### src/rtl/ram_wr_rd_check.sv
// RAM write-then-readback checker: fills DEPTH words with an address+seed pattern
// through port A, reads them back through port B and counts mismatches.
module ram_wr_rd_check #(
  parameter int ADDR_W     = 7,
  parameter int DATA_W     = 8,
  parameter int DEPTH      = 128,
  parameter int RD_LATENCY = 1
) (
  input  logic              clk,
  input  logic              rst_n,
  input  logic              start,
  output logic              ram_en_a,
  output logic              ram_wea,
  output logic [ADDR_W-1:0] ram_addr_a,
  output logic [DATA_W-1:0] ram_wr_data,
  output logic              ram_en_b,
  output logic [ADDR_W-1:0] ram_addr_b,
  input  logic [DATA_W-1:0] ram_rd_data,
  output logic              busy,
  output logic              done,
  output logic              err,
  output logic [7:0]        err_cnt
);

  typedef enum logic [2:0] {IDLE, WRITE, READ, DRAIN, DONE} state_t;

  localparam logic [ADDR_W-1:0] LAST_ADDR  = ADDR_W'(DEPTH - 1);
  localparam logic [1:0]        LAST_DRAIN = 2'(RD_LATENCY - 1);

  state_t            state, state_nxt;
  logic [DATA_W-1:0] seed, seed_nxt;
  logic [1:0]        drain_cnt, drain_cnt_nxt;

  logic              en_a_nxt, wea_nxt, en_b_nxt, busy_nxt, done_nxt;
  logic [ADDR_W-1:0] addr_a_nxt, addr_b_nxt;
  logic [DATA_W-1:0] wr_data_nxt;

  logic                  pipe_vld [RD_LATENCY];
  logic [DATA_W-1:0]     pipe_exp [RD_LATENCY];

  function automatic logic [DATA_W-1:0] pattern(input logic [ADDR_W-1:0] addr,
                                                input logic [DATA_W-1:0] s);
    return DATA_W'(addr) + s;
  endfunction

  // Outputs are registered from the next-state decode so they line up with the state.
  always_comb begin
    // NOTE: every comb output gets a default first, so no path leaves one unassigned (no latch).
    state_nxt     = state;
    seed_nxt      = seed;
    drain_cnt_nxt = drain_cnt;
    en_a_nxt      = 1'b0;
    wea_nxt       = 1'b0;
    addr_a_nxt    = '0;
    wr_data_nxt   = '0;
    en_b_nxt      = 1'b0;
    addr_b_nxt    = '0;
    done_nxt      = 1'b0;
    unique case (state)
      IDLE: if (start) begin
        state_nxt   = WRITE;
        en_a_nxt    = 1'b1;
        wea_nxt     = 1'b1;
        wr_data_nxt = pattern('0, seed);
      end
      WRITE: if (ram_addr_a == LAST_ADDR) begin
        state_nxt = READ;
        en_b_nxt  = 1'b1;
      end else begin
        en_a_nxt    = 1'b1;
        wea_nxt     = 1'b1;
        addr_a_nxt  = ram_addr_a + ADDR_W'(1);
        wr_data_nxt = pattern(addr_a_nxt, seed);
      end
      READ: if (ram_addr_b == LAST_ADDR) begin
        state_nxt     = DRAIN;
        drain_cnt_nxt = '0;
      end else begin
        en_b_nxt   = 1'b1;
        addr_b_nxt = ram_addr_b + ADDR_W'(1);
      end
      DRAIN: if (drain_cnt == LAST_DRAIN) begin
        state_nxt = DONE;
        done_nxt  = 1'b1;
      end else begin
        drain_cnt_nxt = drain_cnt + 2'd1;
      end
      DONE: begin
        state_nxt = IDLE;
        seed_nxt  = seed + DATA_W'(1);
      end
      default: state_nxt = IDLE;
    endcase
    busy_nxt = (state_nxt != IDLE);
  end

  // NOTE: sequential state uses non-blocking assignments so all registers update together.
  always_ff @(posedge clk or negedge rst_n) begin
    if (!rst_n) begin
      state       <= IDLE;
      seed        <= '0;
      drain_cnt   <= '0;
      ram_en_a    <= 1'b0;
      ram_wea     <= 1'b0;
      ram_addr_a  <= '0;
      ram_wr_data <= '0;
      ram_en_b    <= 1'b0;
      ram_addr_b  <= '0;
      busy        <= 1'b0;
      done        <= 1'b0;
    end else begin
      state       <= state_nxt;
      seed        <= seed_nxt;
      drain_cnt   <= drain_cnt_nxt;
      ram_en_a    <= en_a_nxt;
      ram_wea     <= wea_nxt;
      ram_addr_a  <= addr_a_nxt;
      ram_wr_data <= wr_data_nxt;
      ram_en_b    <= en_b_nxt;
      ram_addr_b  <= addr_b_nxt;
      busy        <= busy_nxt;
      done        <= done_nxt;
    end
  end

  // Expected word and valid bit travel alongside the RAM read latency.
  always_ff @(posedge clk or negedge rst_n) begin
    if (!rst_n) begin
      // NOTE: this pipeline is a handful of flops, not a RAM, so it is reset to keep stale valids out.
      for (int i = 0; i < RD_LATENCY; i++) begin
        pipe_vld[i] <= 1'b0;
        pipe_exp[i] <= '0;
      end
    end else begin
      pipe_vld[0] <= ram_en_b;
      pipe_exp[0] <= pattern(ram_addr_b, seed);
      for (int i = 1; i < RD_LATENCY; i++) begin
        pipe_vld[i] <= pipe_vld[i-1];
        pipe_exp[i] <= pipe_exp[i-1];
      end
    end
  end

  always_ff @(posedge clk or negedge rst_n) begin
    if (!rst_n) begin
      err     <= 1'b0;
      err_cnt <= '0;
    end else if (state == IDLE && start) begin
      err     <= 1'b0;
      err_cnt <= '0;
    end else if (pipe_vld[RD_LATENCY-1] && ram_rd_data != pipe_exp[RD_LATENCY-1]) begin
      err <= 1'b1;
      if (err_cnt != 8'hFF) err_cnt <= err_cnt + 8'd1;
    end
  end

endmodule

### config.mk
export PLATFORM = sky130hd
export DESIGN_NAME = ram_wr_rd_check
export DESIGN_NICKNAME = d
export VERILOG_FILES = /design/src/rtl/ram_wr_rd_check.sv
export SDC_FILE = /design/constraint.sdc
export NUM_CORES = 1
export LEC_CHECK = 0
export ABC_AREA = 1
export BUFFER_PORTS_ARGS = -buffer_cell sky130_fd_sc_hd__buf_2
export CORE_AREA = 2 2 66 131
export CTS_CLUSTER_DIAMETER = 200
export DETAILED_ROUTE_END_ITERATION = 7
export DIE_AREA = 0 0 68 133
export HOLD_SLACK_MARGIN = 0.03
export PLACE_DENSITY_LB_ADDON = 0.3
export SLEW_MARGIN = 20
export SYNTH_ARGS = -nofsm -noshare
export SYNTH_HDL_FRONTEND = slang
export SYNTH_SLANG_ARGS = --single-unit
### constraint.sdc
create_clock -name clk -period 6.92 [get_ports clk]
set_clock_uncertainty 0.1 [all_clocks]
set_input_delay 0.346 -clock clk [delete_from_list [all_inputs] [get_ports clk]]
set_output_delay 0.346 -clock clk [all_outputs]
set_load 0.01 [all_outputs]
### Word level (Yosys, flattened, before mapping)

Index checks and enable logic that the tools add are counted.

| word-level totals | value |
|---|---|
| flip-flop bits (word level) | 57 |
| bits of input ports | 11 |
| output and inout port bits | 36 |
| logic and storage cells | 69 |

| operators by class | value |
|---|---|
| $add $sub $neg | 7 |
| eq/ne operators | 10 |
| mux-type cells | 28 |
| reduce and logical (&&, ||, !) cells | 10 |

Operator list:

| operator | number |
|---|---|
| two-way mux 8 bit | 5 |
| two-way mux 7 bit | 4 |
| adder 7 x 8 -> 8 bit | 2 |
| adder 8 x 1 -> 8 bit, second input constant | 2 |
| one-hot mux 8 bit (2 select lines) | 1 |
| adder 7 x 1 -> 7 bit, second input constant | 2 |
| == test 7 bit, second input constant | 2 |
| two-way mux 3 bit | 4 |
| one-hot mux 3 bit (4 select lines) | 1 |
| two-way mux 1 bit | 8 |
| inequality test 8 bit | 1 |
| inequality test 8 bit, second input constant | 1 |
| == test 3 x 2 -> 1 bit, second input constant | 2 |
| nonzero test 2 bit | 3 |
| two-way mux 2 bit | 2 |
| inequality test 2 bit, second input constant | 2 |
| one-hot mux 1 bit (2 select lines) | 2 |
| one-hot mux 2 bit (2 select lines) | 1 |
| == test 3 x 1 -> 1 bit, second input constant | 1 |
| == test 3 bit, second input constant | 1 |
| zero test 3 bit | 1 |
| AND reduction 3 bit | 1 |
| nonzero test 3 bit | 1 |
| adder 2 x 1 -> 2 bit, second input constant | 1 |
| 3 further kinds | 4 |

### Logic depth before layout (Yosys ltp)

| logic depth | value |
|---|---|
| word-level depth | 4 |
| depth in mapped cells | 15 |
| depth with buffers taken out | 15 |

### Worst setup path after synthesis

No wires, ideal clock.

| timing | value |
|---|---|
| path kind | register to register |
| start point | reg ram_addr_a[0] |
| end point | reg ram_wr_data[7] |
| setup time | 0.123 ns |
| data arrival time | 2.044 ns |
| data required time | 6.697 ns |
| path slack | 4.653 ns |
| cell stages (with the launch flop) | 15 |
| buffers on the path | 0 |
| period minus slack after synthesis | 2.267 ns |
| cells stage by stage | dfrtp_1 ha_1 nand3_1 nor3_1 nand2_1 inv_1 or2_2 inv_1 ha_1 nand2_1 or2_2 nand3_1 nand2_1 nand2_1 a21oi_1 |

| on the way | value |
|---|---|
| longest elaborated chain between the ends | 4 |
| elaborated cells on any way between the ends | 5 |
| those cells by class | 2 x add/sub; 1 x eq/ne; 2 x mux |

Ends and longest elaborated chain:

| what | RTL line | text |
|---|---|---|
| start, declared | 14 | `output logic [ADDR_W-1:0] ram_addr_a,` |
| start signal, assigned | 117 | `ram_addr_a <= addr_a_nxt;` |
| adder 7 x 1 -> 7 bit | 72 | `addr_a_nxt = ram_addr_a + ADDR_W'(1);` |
| adder 7 x 8 -> 8 bit | 43 | `return DATA_W'(addr) + s;` |
| two-way mux 8 bit (*) | 66 | `WRITE: if (ram_addr_a == LAST_ADDR) begin` |
| one-hot mux 8 bit (2 select lines) (*) | 59 | `unique case (state)` |
| via wr_data_nxt[7] | 36 | `logic [DATA_W-1:0] wr_data_nxt;` |
| end signal, assigned | 118 | `ram_wr_data <= wr_data_nxt;` |
| end, declared | 15 | `output logic [DATA_W-1:0] ram_wr_data,` |

Mark *: on every way through the listed nets, which the timed path passes. The rest lies on a longest branch.
A chain may end at the register's enable or synchronous reset.

### Worst setup path after layout

Same ends and word-level chain as after synthesis.

==> impl_metrics.ini <==
[outcome]
status = finished, final reports clean

[yosys]
seq_area_frac_synth = 0.455
synth_top_area_share = 0.455
synth_fp_nets = 406
synth_top_cell_by_area = dfrtp_1
synth_warnings = 0
synthCells = 373
synthesis.area_mm2 = 0.00314
syn_avg_cell_area_um2 = 8.41
synth-seq-cells = 57
synth_cell_types = 34
synthTopCellsByArea = dfrtp_1, nand2_1, ha_1

[clock_network]
clockBufferDepth = 2
cts_made_buffers = 9
cts_setup_buffers = 0
cts-hold-fix-buffers = 0
insertion_delay_ns = 0.32
cts.repair.resized = 0
htreeDepth = 3
cts_tree = done
root_buffer = clkbuf_16
clk_pin_slew_ns = 0.05
cts_sinks = 57

[drt]
vias = 2410
viasPerCell = 4.57
wl_per_cell_um = 11.8
ant_nets = 0
routed_wl_um = 6240
drt_iter0_markers = 134
drc = 0
firstDrtPassIters = 4

[worst_setup_path]
r2r_slack_ns = 4.52
crit_fanout = 5
required_ns = 7.02
r2r_cells = 14
crit_start = ram_addr_a[0]
cp-end-kind = flop
timing.rr.start = ram_addr_a[0]
start_kind = flop
cp.arrival_ns = 2.50
critPathKind = reg2reg
worstReg2RegEnd = ram_wr_data[7]

[layout]
finalNonFillerCells = 527
syn2layout_area_growth_pct = 19.2
final_nets = 460
diodes = 0
postLayoutCoreUtil = 0.461
drive_gt1_frac = 0.172

[placement]
portBuffers = 46
dp.cells = 514
gp_congestion = 0.815
dpl.hpwl_um = 4730

[timing]
max-slew-margin-rel = 0.540
setup_viol = 0
rsz0062_at_grt = false
finalCriticalPeriod_ns = 2.40
hold_ws_ns = 0.0560
hold_violations = 0
tightestPinTransition_ns = 0.689
setup_tns_ns = 0
drv_slew = 0
fmax_ghz = 0.417
finalCritPeriodShare = 0.346

[power_and_ir_drop]
p_leak_uw = 0.00210
p_per_area_mw_per_mm2 = 199
peakVddDrop_v = 0.000133

[floorplanning]
die_h_um = 133
die_x_um = 68
core_mm2 = 0.00812
initial_utilization = 0.387
die-area_mm2 = 0.00904
std_cell_rows = 47
ios = 47

[global_routing]
antenna_found_initial = 0
grt_overflow_total = 0
grt_pass1_wl_um = 10200
track_usage = 0.151
first_global_vias = 2238
grt_max_degree = 58

[job]
drv_cap = 0

[worst_hold_path]
worstHoldPathType = in2async
[cell type report]
type	instances	area (µm²)
clock buffer	13	270
fill	818	4370
inverter	59	221
multi-input combinational	253	1460
sequential	57	1430
tap	98	123
timing repair buffer	47	238
[layer usage]
layer / up-vias / wire length, µm / track usage
li1: 1284 / - / -
met1: 1074 / 2770 / 0.191
met2: 40 / 3100 / 0.234
met3: 12 / 214 / 0.0315
met4: 0 / 144 / 0.0833
met5: - / 0 / 0
[how the worst max path moves through the flow]
stage,slack [ns],cells after the start,end
5_1_grt,4.28,14,ram_wr_data[7]
6_report,4.52,14,ram_wr_data[7]
2_1_floorplan,4.65,14,ram_wr_data[7]
4_1_cts,4.53,14,ram_wr_data[7]
3_5_place_dp,4.54,14,ram_wr_data[7]
3_3_place_gp,4.61,14,ram_wr_data[7]
[per-stage QoR]
| step | area [µm²] | power [µW] | setup slack [ns] |
|---|---|---|---|
| after floorplan | 3140 | 343 | 4.65 |
| after global placement | 3470 | 353 | 4.61 |
| after detailed placement | 3470 | 353 | 4.54 |
| final | 3740 | 743 | 4.52 |
| after global routing | 3740 | 769 | 4.28 |
| after CTS | 3740 | 753 | 4.53 |
[worst max-delay path: stages (launching register included)]
cell,delay [ns]
dfrtp_1,0.40
ha_1,0.21
nand3_1,0.12
nor3_1,0.22
nand2_1,0.10
inv_1,0.07
or2_2,0.09
inv_1,0.03
ha_1,0.31
nand2_1,0.07
or2_2,0.29
nand3_1,0.08
nand2_1,0.05
nand2_1,0.06
a21oi_1,0.06
[registers in the layout, summed over array words and instances, names as in the netlist]
signal,flops
err_cnt,8
pipe_exp,8
ram_wr_data,8
seed,8
ram_addr_a,7
ram_addr_b,7
state,3
drain_cnt,2
busy,1
done,1
err,1
pipe_vld,1
ram_en_b,1
ram_wea,1
[where the power goes]
group	switching [µW]	internal (µW)
clock network	132	264
logic	8.79	4.02
registers	0	334
[Yosys cell counts (all sizes together)]
cell    instances
nand4           4
a21o            1
nand2          90
o22ai           2
xor2           17
ha             20
inv            59
nor3            4
a21oi          16
buf             4
nand3          32
a31oi           1
or2             3
nor3b           1
xnor2           6
nor2           35
a22o            1
fa              2
o21ai          12
dfrtp          57
and2            1
o31ai           1
nand3b          3
a211oi          1
[placed cells by master (no fill, tap or decap), types with 2 or more instances in the layout]
cell	synthesis	final
nand4_1	4	4
nor2_1	34	34
clkbuf_16	0	9
ha_1	20	20
xor2_1	17	17
clkbuf_8	0	3
o21ai_0	9	9
inv_2	2	2
nor3_1	2	2
or2_2	3	3
nand3b_1	3	3
xnor2_1	6	6
buf_2	1	46
nand3_2	3	3
fa_1	2	2
o21ai_2	2	2
o22ai_1	2	2
inv_1	57	57
nand3_1	29	29
dfrtp_1	57	57
a21oi_1	16	16
nand2_1	88	88
[cell families (layout without fill, tap and decap cells)]
logic type	Yosys count	in the layout	synth area share
AND/OR/NAND/NOR	173	173	0.246
adder cells (fa/ha/maj)	22	22	0.0925
XOR/XNOR	23	23	0.0642
flip-flops	57	57	0.455
buffers and inverters	63	119	0.0793
AO/OA/AOI/OAI	35	35	0.0630
No activity file was read; power rests on OpenSTA's default activity.
